**src/rtl/gfx_mem_arbiter_if.sv**
```systemverilog
// Requester-side and memory-side Avalon-MM signals of the gfx framebuffer arbiter.
// slave = arbiter view, master = surrounding requesters and memory.
interface gfx_mem_arbiter_if;
    logic        scan_read;
    logic [25:0] scan_address;
    logic        scan_waitrequest;
    logic        scan_readdatavalid;
    logic        frag_read;
    logic        frag_write;
    logic [25:0] frag_address;
    logic [15:0] frag_writedata;
    logic        frag_waitrequest;
    logic        frag_readdatavalid;
    logic        clear_write;
    logic [25:0] clear_address;
    logic [15:0] clear_writedata;
    logic        clear_waitrequest;
    logic [15:0] readdata;
    logic [25:0] mem_address;
    logic        mem_read;
    logic        mem_write;
    logic [15:0] mem_writedata;
    logic        mem_waitrequest;
    logic        mem_readdatavalid;
    logic [15:0] mem_readdata;
    logic        rsp_error;

    modport slave (
        input  scan_read, scan_address,
        input  frag_read, frag_write, frag_address, frag_writedata,
        input  clear_write, clear_address, clear_writedata,
        input  mem_waitrequest, mem_readdatavalid, mem_readdata,
        output scan_waitrequest, scan_readdatavalid,
        output frag_waitrequest, frag_readdatavalid,
        output clear_waitrequest, readdata,
        output mem_address, mem_read, mem_write, mem_writedata, rsp_error
    );

    modport master (
        output scan_read, scan_address,
        output frag_read, frag_write, frag_address, frag_writedata,
        output clear_write, clear_address, clear_writedata,
        output mem_waitrequest, mem_readdatavalid, mem_readdata,
        input  scan_waitrequest, scan_readdatavalid,
        input  frag_waitrequest, frag_readdatavalid,
        input  clear_waitrequest, readdata,
        input  mem_address, mem_read, mem_write, mem_writedata, rsp_error
    );
endinterface

```
**src/rtl/gfx_mem_arbiter.sv**
```systemverilog
// Shares one Avalon-MM framebuffer port among scan/frag/clear; zero-latency grant, read tags steer readdatavalid.
// Grant locks while mem_waitrequest stalls; define GFX_MEM_ARB_STARVE_GUARD_EN for frag/clear starvation override.
module gfx_mem_arbiter #(
    parameter int unsigned MAX_PENDING  = 8,
    parameter int unsigned STARVE_LIMIT = 64
) (
    input  logic             clk,
    input  logic             rst,
    gfx_mem_arbiter_if.slave bus
);
    localparam int unsigned PW = $clog2(MAX_PENDING);

    if (MAX_PENDING < 2 || (MAX_PENDING & (MAX_PENDING - 1)) != 0) begin : g_bad_depth
        $error("gfx_mem_arbiter: MAX_PENDING must be a power of two >= 2");
    end
    if (STARVE_LIMIT < 1) begin : g_bad_limit
        $error("gfx_mem_arbiter: STARVE_LIMIT must be >= 1");
    end

    typedef enum logic [1:0] {SRC_NONE, SRC_SCAN, SRC_FRAG, SRC_CLEAR} src_e;

    logic          tag_mem_q [MAX_PENDING];
    logic [PW-1:0] wptr_q, wptr_d, rptr_q, rptr_d;
    logic [PW:0]   cnt_q, cnt_d;
    logic          fifo_full, fifo_empty, push, pop, head_frag;

    logic          lock_q, lock_d;
    src_e          lock_src_q, lock_src_d;
    logic          rr_clear_q, rr_clear_d;
    logic          rsp_error_q, rsp_error_d;
    logic [25:0]   addr_q, addr_d;
    logic [15:0]   wdata_q, wdata_d;

    logic          scan_elig, frag_elig, clear_elig;
    logic          frag_starved, clear_starved;
    src_e          win;
    logic          win_wr, accept;

    assign fifo_full  = (cnt_q == (PW+1)'(MAX_PENDING));
    assign fifo_empty = (cnt_q == '0);
    assign head_frag  = tag_mem_q[rptr_q];

    // A write from frag takes precedence over a simultaneous frag read.
    assign scan_elig  = bus.scan_read && !fifo_full;
    assign frag_elig  = bus.frag_write || (bus.frag_read && !fifo_full);
    assign clear_elig = bus.clear_write;

`ifdef GFX_MEM_ARB_STARVE_GUARD_EN
    localparam int unsigned CW = $clog2(STARVE_LIMIT + 1);
    localparam logic [CW-1:0] LIMIT = CW'(STARVE_LIMIT);

    logic [CW-1:0] frag_wait_q, frag_wait_d, clear_wait_q, clear_wait_d;

    always_comb begin
        frag_wait_d  = frag_wait_q;
        clear_wait_d = clear_wait_q;
        if (accept && win == SRC_FRAG) begin
            frag_wait_d = '0;
        end else if (frag_elig && win != SRC_FRAG && frag_wait_q != LIMIT) begin
            frag_wait_d = frag_wait_q + CW'(1);
        end
        if (accept && win == SRC_CLEAR) begin
            clear_wait_d = '0;
        end else if (clear_elig && win != SRC_CLEAR && clear_wait_q != LIMIT) begin
            clear_wait_d = clear_wait_q + CW'(1);
        end
    end

    always_ff @(posedge clk) begin
        if (rst) begin
            frag_wait_q  <= '0;
            clear_wait_q <= '0;
        end else begin
            frag_wait_q  <= frag_wait_d;
            clear_wait_q <= clear_wait_d;
        end
    end

    assign frag_starved  = (frag_wait_q == LIMIT);
    assign clear_starved = (clear_wait_q == LIMIT);
`else
    assign frag_starved  = 1'b0;
    assign clear_starved = 1'b0;
`endif

    // A stalled grant stays with its port until accepted, ahead of every other rule.
    always_comb begin
        win = SRC_NONE;
        if (!rst) begin
            if (lock_q && lock_src_q == SRC_SCAN && scan_elig)             win = SRC_SCAN;
            else if (lock_q && lock_src_q == SRC_FRAG && frag_elig)        win = SRC_FRAG;
            else if (lock_q && lock_src_q == SRC_CLEAR && clear_elig)      win = SRC_CLEAR;
            else if (frag_starved && frag_elig)                            win = SRC_FRAG;
            else if (clear_starved && clear_elig)                          win = SRC_CLEAR;
            else if (scan_elig)                                            win = SRC_SCAN;
            else if (frag_elig && !(rr_clear_q && clear_elig))             win = SRC_FRAG;
            else if (clear_elig)                                           win = SRC_CLEAR;
        end
    end

    always_comb begin
        addr_d  = addr_q;
        wdata_d = wdata_q;
        win_wr  = 1'b0;
        case (win)
            SRC_SCAN: addr_d = bus.scan_address;
            SRC_FRAG: begin
                addr_d = bus.frag_address;
                win_wr = bus.frag_write;
                if (bus.frag_write) wdata_d = bus.frag_writedata;
            end
            SRC_CLEAR: begin
                addr_d  = bus.clear_address;
                wdata_d = bus.clear_writedata;
                win_wr  = 1'b1;
            end
            default: ;
        endcase
    end

    assign accept = (win != SRC_NONE) && !bus.mem_waitrequest;
    assign push   = accept && !win_wr;
    assign pop    = !rst && bus.mem_readdatavalid && !fifo_empty;

    assign bus.mem_address        = addr_d;
    assign bus.mem_writedata      = wdata_d;
    assign bus.mem_read           = (win != SRC_NONE) && !win_wr;
    assign bus.mem_write          = (win != SRC_NONE) && win_wr;
    assign bus.scan_waitrequest   = !(accept && win == SRC_SCAN);
    assign bus.frag_waitrequest   = !(accept && win == SRC_FRAG);
    assign bus.clear_waitrequest  = !(accept && win == SRC_CLEAR);
    assign bus.scan_readdatavalid = pop && !head_frag;
    assign bus.frag_readdatavalid = pop && head_frag;
    assign bus.readdata           = bus.mem_readdata;
    assign bus.rsp_error          = rsp_error_q;

    always_comb begin
        lock_d      = (win != SRC_NONE) && bus.mem_waitrequest;
        lock_src_d  = win;
        rr_clear_d  = rr_clear_q;
        rsp_error_d = rsp_error_q || (bus.mem_readdatavalid && fifo_empty);
        if (accept && win == SRC_FRAG)  rr_clear_d = 1'b1;
        if (accept && win == SRC_CLEAR) rr_clear_d = 1'b0;
        wptr_d = push ? wptr_q + PW'(1) : wptr_q;
        rptr_d = pop  ? rptr_q + PW'(1) : rptr_q;
        cnt_d  = cnt_q;
        if (push && !pop)      cnt_d = cnt_q + (PW+1)'(1);
        else if (pop && !push) cnt_d = cnt_q - (PW+1)'(1);
    end

    always_ff @(posedge clk) begin
        if (rst) begin
            lock_q      <= 1'b0;
            lock_src_q  <= SRC_NONE;
            rr_clear_q  <= 1'b0;
            rsp_error_q <= 1'b0;
            addr_q      <= '0;
            wdata_q     <= '0;
            wptr_q      <= '0;
            rptr_q      <= '0;
            cnt_q       <= '0;
        end else begin
            lock_q      <= lock_d;
            lock_src_q  <= lock_src_d;
            rr_clear_q  <= rr_clear_d;
            rsp_error_q <= rsp_error_d;
            addr_q      <= addr_d;
            wdata_q     <= wdata_d;
            wptr_q      <= wptr_d;
            rptr_q      <= rptr_d;
            cnt_q       <= cnt_d;
        end
    end

    always_ff @(posedge clk) begin
        if (push) tag_mem_q[wptr_q] <= (win == SRC_FRAG);
    end
endmodule

```
**src/flat_wrapper.sv**
```systemverilog
// flat-port wrapper written by rule: the top's interface ports become plain ports
module gfx_mem_arbiter_flat 
#(
    parameter int unsigned MAX_PENDING  = 8,
    parameter int unsigned STARVE_LIMIT = 64
)
  (clk, rst, bus_scan_read, bus_scan_address, bus_frag_read, bus_frag_write, bus_frag_address, bus_frag_writedata, bus_clear_write, bus_clear_address, bus_clear_writedata, bus_mem_waitrequest, bus_mem_readdatavalid, bus_mem_readdata, bus_scan_waitrequest, bus_scan_readdatavalid, bus_frag_waitrequest, bus_frag_readdatavalid, bus_clear_waitrequest, bus_readdata, bus_mem_address, bus_mem_read, bus_mem_write, bus_mem_writedata, bus_rsp_error);
  gfx_mem_arbiter_if bus_i ();
  input  logic clk;
  input  logic rst;
  input wire logic [$bits(bus_i.scan_read)-1:0] bus_scan_read;
  input wire logic [$bits(bus_i.scan_address)-1:0] bus_scan_address;
  input wire logic [$bits(bus_i.frag_read)-1:0] bus_frag_read;
  input wire logic [$bits(bus_i.frag_write)-1:0] bus_frag_write;
  input wire logic [$bits(bus_i.frag_address)-1:0] bus_frag_address;
  input wire logic [$bits(bus_i.frag_writedata)-1:0] bus_frag_writedata;
  input wire logic [$bits(bus_i.clear_write)-1:0] bus_clear_write;
  input wire logic [$bits(bus_i.clear_address)-1:0] bus_clear_address;
  input wire logic [$bits(bus_i.clear_writedata)-1:0] bus_clear_writedata;
  input wire logic [$bits(bus_i.mem_waitrequest)-1:0] bus_mem_waitrequest;
  input wire logic [$bits(bus_i.mem_readdatavalid)-1:0] bus_mem_readdatavalid;
  input wire logic [$bits(bus_i.mem_readdata)-1:0] bus_mem_readdata;
  output wire logic [$bits(bus_i.scan_waitrequest)-1:0] bus_scan_waitrequest;
  output wire logic [$bits(bus_i.scan_readdatavalid)-1:0] bus_scan_readdatavalid;
  output wire logic [$bits(bus_i.frag_waitrequest)-1:0] bus_frag_waitrequest;
  output wire logic [$bits(bus_i.frag_readdatavalid)-1:0] bus_frag_readdatavalid;
  output wire logic [$bits(bus_i.clear_waitrequest)-1:0] bus_clear_waitrequest;
  output wire logic [$bits(bus_i.readdata)-1:0] bus_readdata;
  output wire logic [$bits(bus_i.mem_address)-1:0] bus_mem_address;
  output wire logic [$bits(bus_i.mem_read)-1:0] bus_mem_read;
  output wire logic [$bits(bus_i.mem_write)-1:0] bus_mem_write;
  output wire logic [$bits(bus_i.mem_writedata)-1:0] bus_mem_writedata;
  output wire logic [$bits(bus_i.rsp_error)-1:0] bus_rsp_error;
  assign bus_i.scan_read = bus_scan_read;
  assign bus_i.scan_address = bus_scan_address;
  assign bus_i.frag_read = bus_frag_read;
  assign bus_i.frag_write = bus_frag_write;
  assign bus_i.frag_address = bus_frag_address;
  assign bus_i.frag_writedata = bus_frag_writedata;
  assign bus_i.clear_write = bus_clear_write;
  assign bus_i.clear_address = bus_clear_address;
  assign bus_i.clear_writedata = bus_clear_writedata;
  assign bus_i.mem_waitrequest = bus_mem_waitrequest;
  assign bus_i.mem_readdatavalid = bus_mem_readdatavalid;
  assign bus_i.mem_readdata = bus_mem_readdata;
  assign bus_scan_waitrequest = bus_i.scan_waitrequest;
  assign bus_scan_readdatavalid = bus_i.scan_readdatavalid;
  assign bus_frag_waitrequest = bus_i.frag_waitrequest;
  assign bus_frag_readdatavalid = bus_i.frag_readdatavalid;
  assign bus_clear_waitrequest = bus_i.clear_waitrequest;
  assign bus_readdata = bus_i.readdata;
  assign bus_mem_address = bus_i.mem_address;
  assign bus_mem_read = bus_i.mem_read;
  assign bus_mem_write = bus_i.mem_write;
  assign bus_mem_writedata = bus_i.mem_writedata;
  assign bus_rsp_error = bus_i.rsp_error;
  gfx_mem_arbiter #(.MAX_PENDING(MAX_PENDING), .STARVE_LIMIT(STARVE_LIMIT)) u_core (.clk(clk), .rst(rst), .bus(bus_i));
endmodule
```
**config.mk**
```make
export PLATFORM = sky130hd
export DESIGN_NAME = gfx_mem_arbiter_flat
export DESIGN_NICKNAME = d
export VERILOG_FILES = /design/src/rtl/gfx_mem_arbiter_if.sv /design/src/rtl/gfx_mem_arbiter.sv /design/src/flat_wrapper.sv
export SDC_FILE = /design/constraint.sdc
export NUM_CORES = 1
export LEC_CHECK = 0
export CAP_MARGIN = 20
export CORE_MARGIN = 1
export CORE_UTILIZATION = 43
export CTS_BUF_LIST = sky130_fd_sc_hd__clkbuf_8
export DETAILED_ROUTE_END_ITERATION = 8
export PLACE_DENSITY = 0.83
export SLEW_MARGIN = 15
export SYNTH_ARGS = -nofsm -noshare
export SYNTH_HDL_FRONTEND = slang
export SYNTH_SLANG_ARGS = --single-unit
```
**constraint.sdc**
```tcl
create_clock -name clk -period 4.3 [get_ports clk]
set_input_delay 0.645 -clock clk [delete_from_list [all_inputs] [get_ports clk]]
set_output_delay 0.645 -clock clk [all_outputs]
set_load 0.02 [all_outputs]
```
==> flow_summary.toml <==
[logic_synthesis]
yosysTopAreaCell = "dfxtp_1"
synth.distinct_cells = 50
synthFlopType = "dfxtp_1"
yosys_warnings = 0
synth_fp_nets = 584
ys_top_cells_by_area = "dfxtp_1 28%, mux2i_1 26%, edfxtp_1 5.6%"
synth_seq_cells = 68
synth_top_area_share_pct = 27.9
synth-edff-count = 8
synthCells = 444
ys_async_sr_fraction_pct = 0
synth_area_per_cell_um2 = 9.71
yosysSeqAreaShare_pct = 33.4
syn-cell-area_um2 = 4310

[global_routing]
grt-ovfl-total = 0
grtUsageTotal_pct = 22.3
grt_pass1_wl_mm = 17.9
grt_max_degree = 41
grt_pass1_vias = 3792
grt_antenna_before_repair = 0

[placed_design]
pre_cts_ws_ns = 0.0770
port_buffers = 167
dpl.hpwl_mm = 8.62
place.gp.congestion = 0.854

[detailed_routing]
drc = 0
final_antenna_net_count = 0
drt-total-wl_mm = 11.7
num_vias = 3895
avgRoutedWirePerCell_um = 16.0
via_per_inst = 5.36
drt_iter0_drc = 125
dr.pass1.iters = 4

[sta]
maxSlewViolCount = 0
setup_viol = 0
grt_setup_unrepaired = "no"
finalCriticalPeriod_ns = 4.09
fin_crit_sh_pct = 95.1
fmaxAchievable_mhz = 244
fin_worst_skew_ns = 0.0113
finalSetupTns_ns = 0
hold_viol_final = 0
max_slew_margin_pct = 28.1
fin_ws_ns = 0.210
worst_pin_slew_ns = 1.08

[power]
switching_share_pct = 35.9
seqPwrFrac_pct = 29.7
p_clk_share_pct = 21.4
powerDensity_nw_per_um2 = 456
p_sw_w = 0.00101
p_total_w = 0.00283
p_leak_nw = 2.60
internal-power_w = 0.00181
pwr-share-comb_pct = 48.9
vdd.ir_drop.worst_v = 0.000276

[clock_network]
cts_tree = "done"
cts_buffers = 9
htreeDepth = 3
clock_tree.buffer_depth = 2
insertion_delay_ns = 0.35
path_clk_slew_ns = 0.08
clkSinkCount = 68
cts_root_buf = "clkbuf_8"
post-cts-setup-buffer-count = 0
cts_resized = 0
cts_hold_buf = 0

[floorplanning]
core_area_um2 = 9730
fp-row-count = 36
dieArea_um2 = 10400
start_util_pct = 44.3
die_h_um = 102
io-pin-count = 200
die_width_um = 102

[layout]
area_delta_synth_final_pct = 44.1
drive_gt1_share_pct = 7.58
nNetsFinal = 729
diodes = 0

[setup_path]
crit_required_ns = 3.65
crit_path_end_kind = "output port"
critPathKind = "reg -> out"
cp.arrival_ns = 3.45
critPathLaunchType = "flip-flop"
cp_max_fo = 16

[run_status]
status = "finished clean"

[run]
drv_cap = 0

[worst_hold_path]
hp-class = "reg -> reg"
-- cell usage in the layout, fill, tap and decap left out, types with 3 or more instances in the layout --
master           instances
clkdlybuf4s50_1        167
mux2i_1                114
dfxtp_1                 60
o22ai_1                 26
nor2_1                  23
nand2b_1                23
inv_1                   21
a2bb2oi_1               16
and2_1                  16
o32ai_1                 16
buf_4                   14
clkbuf_8                11
edfxtp_1                 8
a21oi_1                  7
nand2_1                  6
ha_1                     5
o21ai_0                  4
a21o_1                   4
nor2b_1                  4
a31oi_1                  4
nor4_1                   3
-- power by group through the flow --
| stage | Combinational [W] | Clock [W] | Sequential [W] |
|---|---|---|---|
| 2_1_floorplan | 0.000907 | 0 | 0.000834 |
| 5_1_grt | 0.00149 | 0.000645 | 0.000856 |
| 4_1_cts | 0.00138 | 0.000615 | 0.000840 |
| 3_3_place_gp | 0.00134 | 0 | 0.000849 |
| 6_report | 0.00138 | 0.000605 | 0.000840 |
| 3_5_place_dp | 0.00137 | 0 | 0.000853 |
-- metal layers --
metal / part of all wire (%) / up-vias / track usage, %
li1: - / 1907 / -
met1: 41 / 1834 / 25.6
met2: 50 / 132 / 38.8
met3: 6.8 / 22 / 6.91
met4: 2.0 / 0 / 8.68
met5: 0 / - / 0
-- synth_stat cells, types with 5 or more instances --
cell type  number
a21oi_1         8
a2bb2oi_1      16
and2_1         16
buf_2          12
buf_4          23
clkbuf_1       12
dfxtp_1        60
edfxtp_1        8
ha_1            5
inv_1          20
mux2i_1       114
nand2_1         6
nand2b_1       23
nor2_1         23
o22ai_1        26
o32ai_1        16
-- sequential cells by signal, summed over array words and instances (netlist names), named ones only --
register,cells
u_core.lock_src_q,2
u_core.cnt_q,4
u_core.lock_q,1
u_core.rr_clear_q,1
u_core.tag_mem_q,8
u_core.wptr_q,3
u_core.bus.rsp_error,1
u_core.rptr_q,3
u_core.addr_q,26
u_core.wdata_q,16
-- cell families (layout without fill, tap and decap cells) --
group	Yosys count	count (layout)	share of synthesized area (%)
AOI/OAI and AO/OA	88	89	15.0
adders and majority gates	6	6	1.92
buffers and inverters	72	221	9.58
muxes	118	118	28.0
and+or+nand+nor	88	88	11.3
xor gates and xnor gates	4	4	0.813
DFF	68	68	33.4
-- worst max-delay path, cell delays in order, from the launching register on --
cell and delay (ns):
dfxtp_1 0.38, or4b_1 0.67, a21o_1 0.23, a32o_2 0.22, or2_1 0.23, clkinv_2 0.29
buf_4 0.24, mux2i_1 0.20, clkdlybuf4s50_1 0.64
-- path summary, 6_finish.rpt --
check | slack, ns | startpoint | endpoint | cells after the start
min reg2reg | 0.48 | u_core.wdata_q[1] | u_core.wdata_q[1] | 2
max | 0.21 | u_core.cnt_q[0] | bus_mem_address[0] | 8
min | 0.48 | u_core.wdata_q[1] | u_core.wdata_q[1] | 2
max reg2reg | 0.69 | u_core.cnt_q[0] | u_core.cnt_q[3] | 14
-- cell type report --
type | count | area [um2]
clock buffers | 11 | 151
well taps | 133 | 166
flip-flops and latches | 68 | 1440
repair buffers | 183 | 1810
clock inverters | 5 | 76.3
inverters | 22 | 87.6
multi-input cells | 305 | 2480
fillers | 789 | 3520
-- through the flow --
step                      utilization, %  instances  hold WS [ns]  instance area (um2)
after floorplan                        -        444         0.446                 4310
after global placement              61.3        710         0.465                 5960
after detailed placement            61.3        710         0.468                 5960
after CTS                           63.6        726         0.481                 6190
after global routing                63.9        727         0.498                 6210
final                               63.9        727         0.477                 6210
Note: power is estimated with default switching activity, not from simulation.
